**config.mk**
```make
export PLATFORM = sky130hd
export DESIGN_NAME = mem_arbiter
export DESIGN_NICKNAME = d
export VERILOG_FILES = /design/src/rtl/mem_arbiter.sv
export SDC_FILE = /design/constraint.sdc
export NUM_CORES = 1
export LEC_CHECK = 0
export CAP_MARGIN = 25
export CORE_ASPECT_RATIO = 0.75
export CORE_UTILIZATION = 43
export CTS_BUF_LIST = sky130_fd_sc_hd__clkbuf_4 sky130_fd_sc_hd__clkbuf_8
export DETAILED_ROUTE_END_ITERATION = 8
export GPL_ROUTABILITY_DRIVEN = 0
export GPL_TIMING_DRIVEN = 0
export PLACE_DENSITY_LB_ADDON = 0.15
export SETUP_SLACK_MARGIN = 0.4
export SLEW_MARGIN = 20
export SYNTH_ARGS = -nofsm -noshare
export SYNTH_HDL_FRONTEND = slang
export SYNTH_SLANG_ARGS = --single-unit
```
**constraint.sdc**
```tcl
create_clock -name clk_i -period 1.9 [get_ports clk_i]
set_input_delay 0.38 -clock clk_i [delete_from_list [all_inputs] [get_ports clk_i]]
set_output_delay 0.38 -clock clk_i [all_outputs]
set_load 0.01 [all_outputs]
```
**src/rtl/mem_arbiter.sv**
```systemverilog
// mem_arbiter: shares one multi-cycle memory port between the fetch (IF)
// and data (MEM) requesters. Data wins ties; a starvation counter forces a
// fetch grant after STARVE_MAX consecutive data grants taken while a fetch
// was waiting. Requests are held on the memory port until acknowledged,
// read data is returned with a one-cycle ready pulse, and the pipeline
// stall is derived combinationally from the requests and ready pulses.
module mem_arbiter #(
    parameter int STARVE_MAX = 4  // legal range 1..255
) (
    input  logic        clk_i,
    input  logic        rst_i,        // asynchronous, active low

    input  logic        if_req_i,
    input  logic [31:0] if_addr_i,
    output logic [31:0] if_data_o,
    output logic        if_ready_o,

    input  logic        dm_req_i,
    input  logic        dm_we_i,
    input  logic [31:0] dm_addr_i,
    input  logic [31:0] dm_wdata_i,
    output logic [31:0] dm_rdata_o,
    output logic        dm_ready_o,

    output logic        mem_req_o,
    output logic        mem_we_o,
    output logic [31:0] mem_addr_o,
    output logic [31:0] mem_wdata_o,
    input  logic [31:0] mem_rdata_i,
    input  logic        mem_ack_i,

    output logic        stall_o,
    output logic        busy_o
);

    typedef enum logic [1:0] {
        IDLE    = 2'd0,
        GRANT_I = 2'd1,
        GRANT_D = 2'd2,
        RESP    = 2'd3
    } state_e;

    localparam logic [7:0] STARVE_LIM = 8'(STARVE_MAX);

    state_e      state_q,     state_d;
    logic [7:0]  starve_q,    starve_d;
    logic        mem_req_q,   mem_req_d;
    logic        mem_we_q,    mem_we_d;
    logic [31:0] mem_addr_q,  mem_addr_d;
    logic [31:0] mem_wdata_q, mem_wdata_d;
    logic [31:0] if_data_q,   if_data_d;
    logic [31:0] dm_rdata_q,  dm_rdata_d;
    logic        if_ready_q,  if_ready_d;
    logic        dm_ready_q,  dm_ready_d;

    logic        pick_i;
    logic        pick_d;

    // Arbitration: data has priority unless the fetch has waited through
    // STARVE_MAX data grants in a row.
    always_comb begin
        pick_i = if_req_i & (~dm_req_i | (starve_q == STARVE_LIM));
        pick_d = dm_req_i & ~pick_i;
    end

    // Next-state and next-output computation for the sequencer.
    always_comb begin
        state_d     = state_q;
        starve_d    = starve_q;
        mem_req_d   = mem_req_q;
        mem_we_d    = mem_we_q;
        mem_addr_d  = mem_addr_q;
        mem_wdata_d = mem_wdata_q;
        if_data_d   = if_data_q;
        dm_rdata_d  = dm_rdata_q;
        if_ready_d  = 1'b0;
        dm_ready_d  = 1'b0;

        case (state_q)
            IDLE: begin
                if (pick_i) begin
                    state_d     = GRANT_I;
                    starve_d    = 8'd0;
                    mem_req_d   = 1'b1;
                    mem_we_d    = 1'b0;
                    mem_addr_d  = if_addr_i;
                    mem_wdata_d = 32'd0;
                end else if (pick_d) begin
                    state_d     = GRANT_D;
                    mem_req_d   = 1'b1;
                    mem_we_d    = dm_we_i;
                    mem_addr_d  = dm_addr_i;
                    mem_wdata_d = dm_wdata_i;
                    // Only data grants that overtake a waiting fetch count.
                    if (if_req_i && (starve_q != STARVE_LIM)) begin
                        starve_d = starve_q + 8'd1;
                    end
                end
            end

            GRANT_I: begin
                if (mem_ack_i) begin
                    state_d    = RESP;
                    mem_req_d  = 1'b0;
                    if_data_d  = mem_rdata_i;
                    if_ready_d = 1'b1;
                end
            end

            GRANT_D: begin
                if (mem_ack_i) begin
                    state_d    = RESP;
                    mem_req_d  = 1'b0;
                    // Writes leave the last read value in place.
                    if (!mem_we_q) begin
                        dm_rdata_d = mem_rdata_i;
                    end
                    dm_ready_d = 1'b1;
                end
            end

            // One dead cycle so the requester's updated request is seen
            // before the next arbitration.
            RESP: begin
                state_d = IDLE;
            end

            default: begin
                state_d = IDLE;
            end
        endcase
    end

    // State and registered outputs; reset abandons any in-flight access.
    always_ff @(posedge clk_i or negedge rst_i) begin
        if (!rst_i) begin
            state_q     <= IDLE;
            starve_q    <= 8'd0;
            mem_req_q   <= 1'b0;
            mem_we_q    <= 1'b0;
            mem_addr_q  <= 32'd0;
            mem_wdata_q <= 32'd0;
            if_data_q   <= 32'd0;
            dm_rdata_q  <= 32'd0;
            if_ready_q  <= 1'b0;
            dm_ready_q  <= 1'b0;
        end else begin
            state_q     <= state_d;
            starve_q    <= starve_d;
            mem_req_q   <= mem_req_d;
            mem_we_q    <= mem_we_d;
            mem_addr_q  <= mem_addr_d;
            mem_wdata_q <= mem_wdata_d;
            if_data_q   <= if_data_d;
            dm_rdata_q  <= dm_rdata_d;
            if_ready_q  <= if_ready_d;
            dm_ready_q  <= dm_ready_d;
        end
    end

    assign mem_req_o   = mem_req_q;
    assign mem_we_o    = mem_we_q;
    assign mem_addr_o  = mem_addr_q;
    assign mem_wdata_o = mem_wdata_q;
    assign if_data_o   = if_data_q;
    assign if_ready_o  = if_ready_q;
    assign dm_rdata_o  = dm_rdata_q;
    assign dm_ready_o  = dm_ready_q;
    assign busy_o      = (state_q != IDLE);
    assign stall_o     = (if_req_i & ~if_ready_q) | (dm_req_i & ~dm_ready_q);

endmodule

```
# After elaboration in Yosys (flattened, before gate mapping)
# Cells that the tools add are included.
# word_totals
regBits	142
latchBits	0
ram_bits	0
rom_bits	0
input_bits	134
wordCells	62
mem_count	0
# op_classes
add_sub_neg	1
n_mul	0
div	0
magnitude_cmp	0
eq_ne	7
shift	0
n_mux	20
bitwise_logic	11
n_reduce_logical	13
# op_table
cell	count
$mux W32	4
$mux W8	3
$reduce_and A3 Y1	3
$add A8 B1 Y8 const B	1
$eq A8 B3 Y1 const B	1
$mux W1	8
$ne A8 B3 Y1 const B	1
$reduce_bool A2 Y1	4
$mux W2	3
$pmux W2 S3	1
$reduce_and A2 Y1	3
$not A1 Y1	5
$and A1 B1 Y1	4
$eq A2 B2 Y1 const B	2
$ne A3 B3 Y1 const B	1
$eq A2 B1 Y1 const B	1
$logic_not A2 Y1	1
$ne A2 B1 Y1 const B	1
$or A1 B1 Y1	2
$pmux W1 S2	1
$reduce_or A2 Y1	1
$logic_and A1 B1 Y1	1

# Logic depth before layout (Yosys ltp)
# depth
word_depth	8
mapped_depth	8
ltp_nobuf	6

# Least setup slack after synthesis
# No wires, ideal clock.
# synth_timing
path_type	register to register
start	reg starve_q[7]
end	reg starve_q[4]
setup_ps	118
arrival_time_ps	1549
required_ps	1782
path_slack_ps	233
stages_incl_launch_ff	5
period_less_slack_ps	1667
cell_sequence	dfrtp_1 -> or4b_4 -> o31ai_4 -> o21ai_1 -> a21o_1
# synth_between
elab_chain_len	7
elab_cells_between_ends	11
cone_classes	eq/ne: 2; mux: 1; bitwise: 4; reduce/logical: 4
# synth_rtl
element	line	rtl
start, declared	46	logic [7:0] starve_q, starve_d;
start signal, assigned	149	starve_q <= starve_d;
$eq A8 B3 Y1	62	pick_i = if_req_i & (~dm_req_i | (starve_q == STARVE_LIM));
$or A1 B1 Y1	62	
$and A1 B1 Y1	62	
$not A1 Y1	63	pick_d = dm_req_i & ~pick_i;
$and A1 B1 Y1	63	
$reduce_bool A2 Y1 (no source line)	--	
$reduce_and A3 Y1 (no source line)	--	
# Parallel ways exist; a longest one is shown, timed or not.
# A chain may end at the register's enable or synchronous reset.

# Worst setup path in the final report
# layout_timing
start	reg starve_q[6]
end	reg starve_q[2]
# Same word-level chain as after synthesis.

==> flow_metrics.env <==
export IMPL_status="finished, final reports clean"
export IMPL_start_util=0.446
export IMPL_cts_tree="yes"
export IMPL_fin_crit_sh=0.920
export IMPL_p_leak_nw=4.61
export IMPL_vias=5221
export IMPL_cts_buffers=17
export IMPL_finalHoldViolCount=0
export IMPL_io_buffers=267
export IMPL_ys_top_cells_by_area="dfrtp_1, mux2_2, nand2_1, a21oi_1, nand3_1"
export IMPL_drc_errors=0
export IMPL_pre_cts_slack_ns=-0.477
export IMPL_syn2layout_area_growth_pct=65.9
export IMPL_ys_seq_area_frac=0.606
export IMPL_clkTransAtPathRegs_ns=0.08
export IMPL_hold_slack_ns=0.455
export IMPL_firstDrtPassIters=4
export IMPL_synthArstFlopShare=1.00
export IMPL_fin_ws_ns=0.152
export IMPL_fin_crit_ns=1.75
export IMPL_vdd_drop_max_uv=759
export IMPL_die_h_um=103
export IMPL_path_class="reg2reg"
export IMPL_fmax_ghz=0.572
export IMPL_syn_cell_area_um2=5860
export IMPL_layout_common_cells="dfrtp_1, clkdlybuf4s50_1, nand2_1"
export IMPL_avgSynthCellArea_um2=10.9
export IMPL_grtUsageTotal=0.256
export IMPL_tightest_slew_ns=0.507
export IMPL_nets=1008
export IMPL_maxSlewHeadroom=0.662
export IMPL_synth_top_area_cell="dfrtp_1"
export IMPL_crit_path_end_kind="register"
export IMPL_ys_types=33
export IMPL_stdcell_area_um2=9720
export IMPL_fp_row_count=36
export IMPL_cts_root_buf="clkbuf_8"
export IMPL_mostFrequentLayoutCell="dfrtp_1"
export IMPL_rsz0062_at_grt="true"
export IMPL_placed_cell_area_um2=8900
export IMPL_synth_nets=678
export IMPL_cp_start_kind="register"
export IMPL_n_antenna_cell=0
export IMPL_netlist_instances=538
export IMPL_ys_ff_latch=142
export IMPL_wl_met1_um=7380
export IMPL_grt_max_degree=88
export IMPL_maxCapViolCount=0
export IMPL_die_w_um=137
export IMPL_htree_num_levels=4
export IMPL_arrival_ns=2.06
export IMPL_postRouteAntennaNets=0
export IMPL_grt_pass1_wl_um=27100
export IMPL_grt_antenna_before_repair=0
export IMPL_dr_max_layer_used="met4"
export IMPL_synthFlopType="dfrtp_1"
export IMPL_crit_fanout=3
export IMPL_min_path_type="in2async"
export IMPL_grt_overflow=0
export IMPL_fin_skew_ns=0.0154
export IMPL_synth_edf_count=0
export IMPL_core_area_um2=13200
export IMPL_p_per_area_nw_per_um2=1510
export IMPL_final_setup_viol_count=0
export IMPL_dr_wl_met2_um=9340
export IMPL_insertion_delay_ns=0.43
export IMPL_vias_per_cell=4.96
export IMPL_routedWlPerCell_um=17.3
export IMPL_clock_sinks=142
export IMPL_wl_met3_um=1360
export IMPL_grt_pass1_vias=5312
export IMPL_place_hpwl_um=12600
export IMPL_setup_tns_ns=0
export IMPL_synth_top_area_share=0.606
export IMPL_die_area_um2=14100
export IMPL_ios=268
export IMPL_cp_data_required_time_ns=2.21
export IMPL_cts_max_path_buffers=2
export IMPL_drt_total_wl_um=18200
export IMPL_drt_iter0_markers=227
export IMPL_layout_drive_gt1_share=0.280
export IMPL_yosysWarnings=0
export IMPL_drv_slew=0
[registers in the layout (all words and copies together) (netlist names), 2 cells and up]
name	flops
starve_q	8
mem_wdata_o	32
state_q	2
if_data_o	32
dm_rdata_o	32
mem_addr_o	32
[power breakdown]
group,internal [mW],switching (mW),total [mW],leakage (nW)
Combinational,3.63,3.21,6.84,2.71
Sequential,4.45,0.801,5.25,1.70
Clock,1.33,1.21,2.55,0.203
Total,9.41,5.23,14.6,4.61
[critical path: stages, from the launching register on]
cell and delay [ns]:
dfrtp_1 0.42, or4b_4 0.58, o31ai_4 0.26, buf_6 0.15
o21ai_2 0.05, a21o_1 0.17
[path summary, 6_finish.rpt]
kind / start / endpoint / slack, ns / depth (start not counted)
max: starve_q[6]$_DFFE_PN0P_ / starve_q[2]$_DFFE_PN0P_ / 0.15 / 5
min: rst_i / mem_addr_o[7]$_DFFE_PN0P_ / 0.45 / 2
max reg2reg: starve_q[6]$_DFFE_PN0P_ / starve_q[2]$_DFFE_PN0P_ / 0.15 / 5
min reg2reg: mem_wdata_o[17]$_DFFE_PN0P_ / mem_wdata_o[17]$_DFFE_PN0P_ / 0.47 / 2
max in group asynchronous: rst_i / starve_q[3]$_DFFE_PN0P_ / 0.66 / 3
min in group clk_i: mem_wdata_o[17]$_DFFE_PN0P_ / mem_wdata_o[17]$_DFFE_PN0P_ / 0.47 / 2
[timing repair]
item	in CTS	in global routing
pin swaps	3	8
gates cloned	3	3
gates resized for setup	297	104
buffers inserted	25	11
setup endpoints to repair	269	202
hold buffers	1	0
endpoints found under the hold margin	55	0
[cell usage after synthesis (3+ instances only)]
library cell and instances:
a21o_1 5, a21oi_1 69, buf_1 9, buf_2 10
clkbuf_1 13, dfrtp_1 142, ha_1 6, inv_1 11
mux2_2 63, nand2_1 103, nand3_1 35, nor2_1 34
nor3_1 3, nor4b_1 3, o21ai_0 8, o21ai_1 3
[per-layer routing]
metal	up-vias	global-route usage
met5	-	0
met4	0	0.0668
met3	10	0.0880
met2	187	0.444
met1	2544	0.305
li1	2480	-
[kinds of logic after synthesis]
logic type | count (synthesis) | share of synthesized area
AOI/OAI and AO/OA | 92 | 0.0867
adders and majority gates | 6 | 0.0128
buffers and inverters | 43 | 0.0297
DFF | 142 | 0.606
muxes | 64 | 0.123
and+or+nand+nor | 191 | 0.142
[stage by stage]
step                      power [mW]  utilization  instances
after detailed placement        12.2        0.676        977
after global routing            15.5        0.739       1052
after floorplan                 8.32            -        538
after CTS                       14.5        0.734       1038
after global placement          12.0        0.674        976
final                           14.6        0.739       1052
[area by class of cell]
| type | instances | area [um^2] |
|---|---|---|
| Buffer | 32 | 322 |
| Inverter | 11 | 41.3 |
| Clock buffer | 19 | 249 |
| Fill cell | 898 | 3430 |
| Sequential cell | 142 | 3550 |
| Tap cell | 171 | 214 |
| Multi-Input combinational cell | 353 | 2270 |
| Clock inverter | 13 | 166 |
| Timing Repair Buffer | 311 | 2900 |
Note: power is estimated with default switching activity, not from simulation.
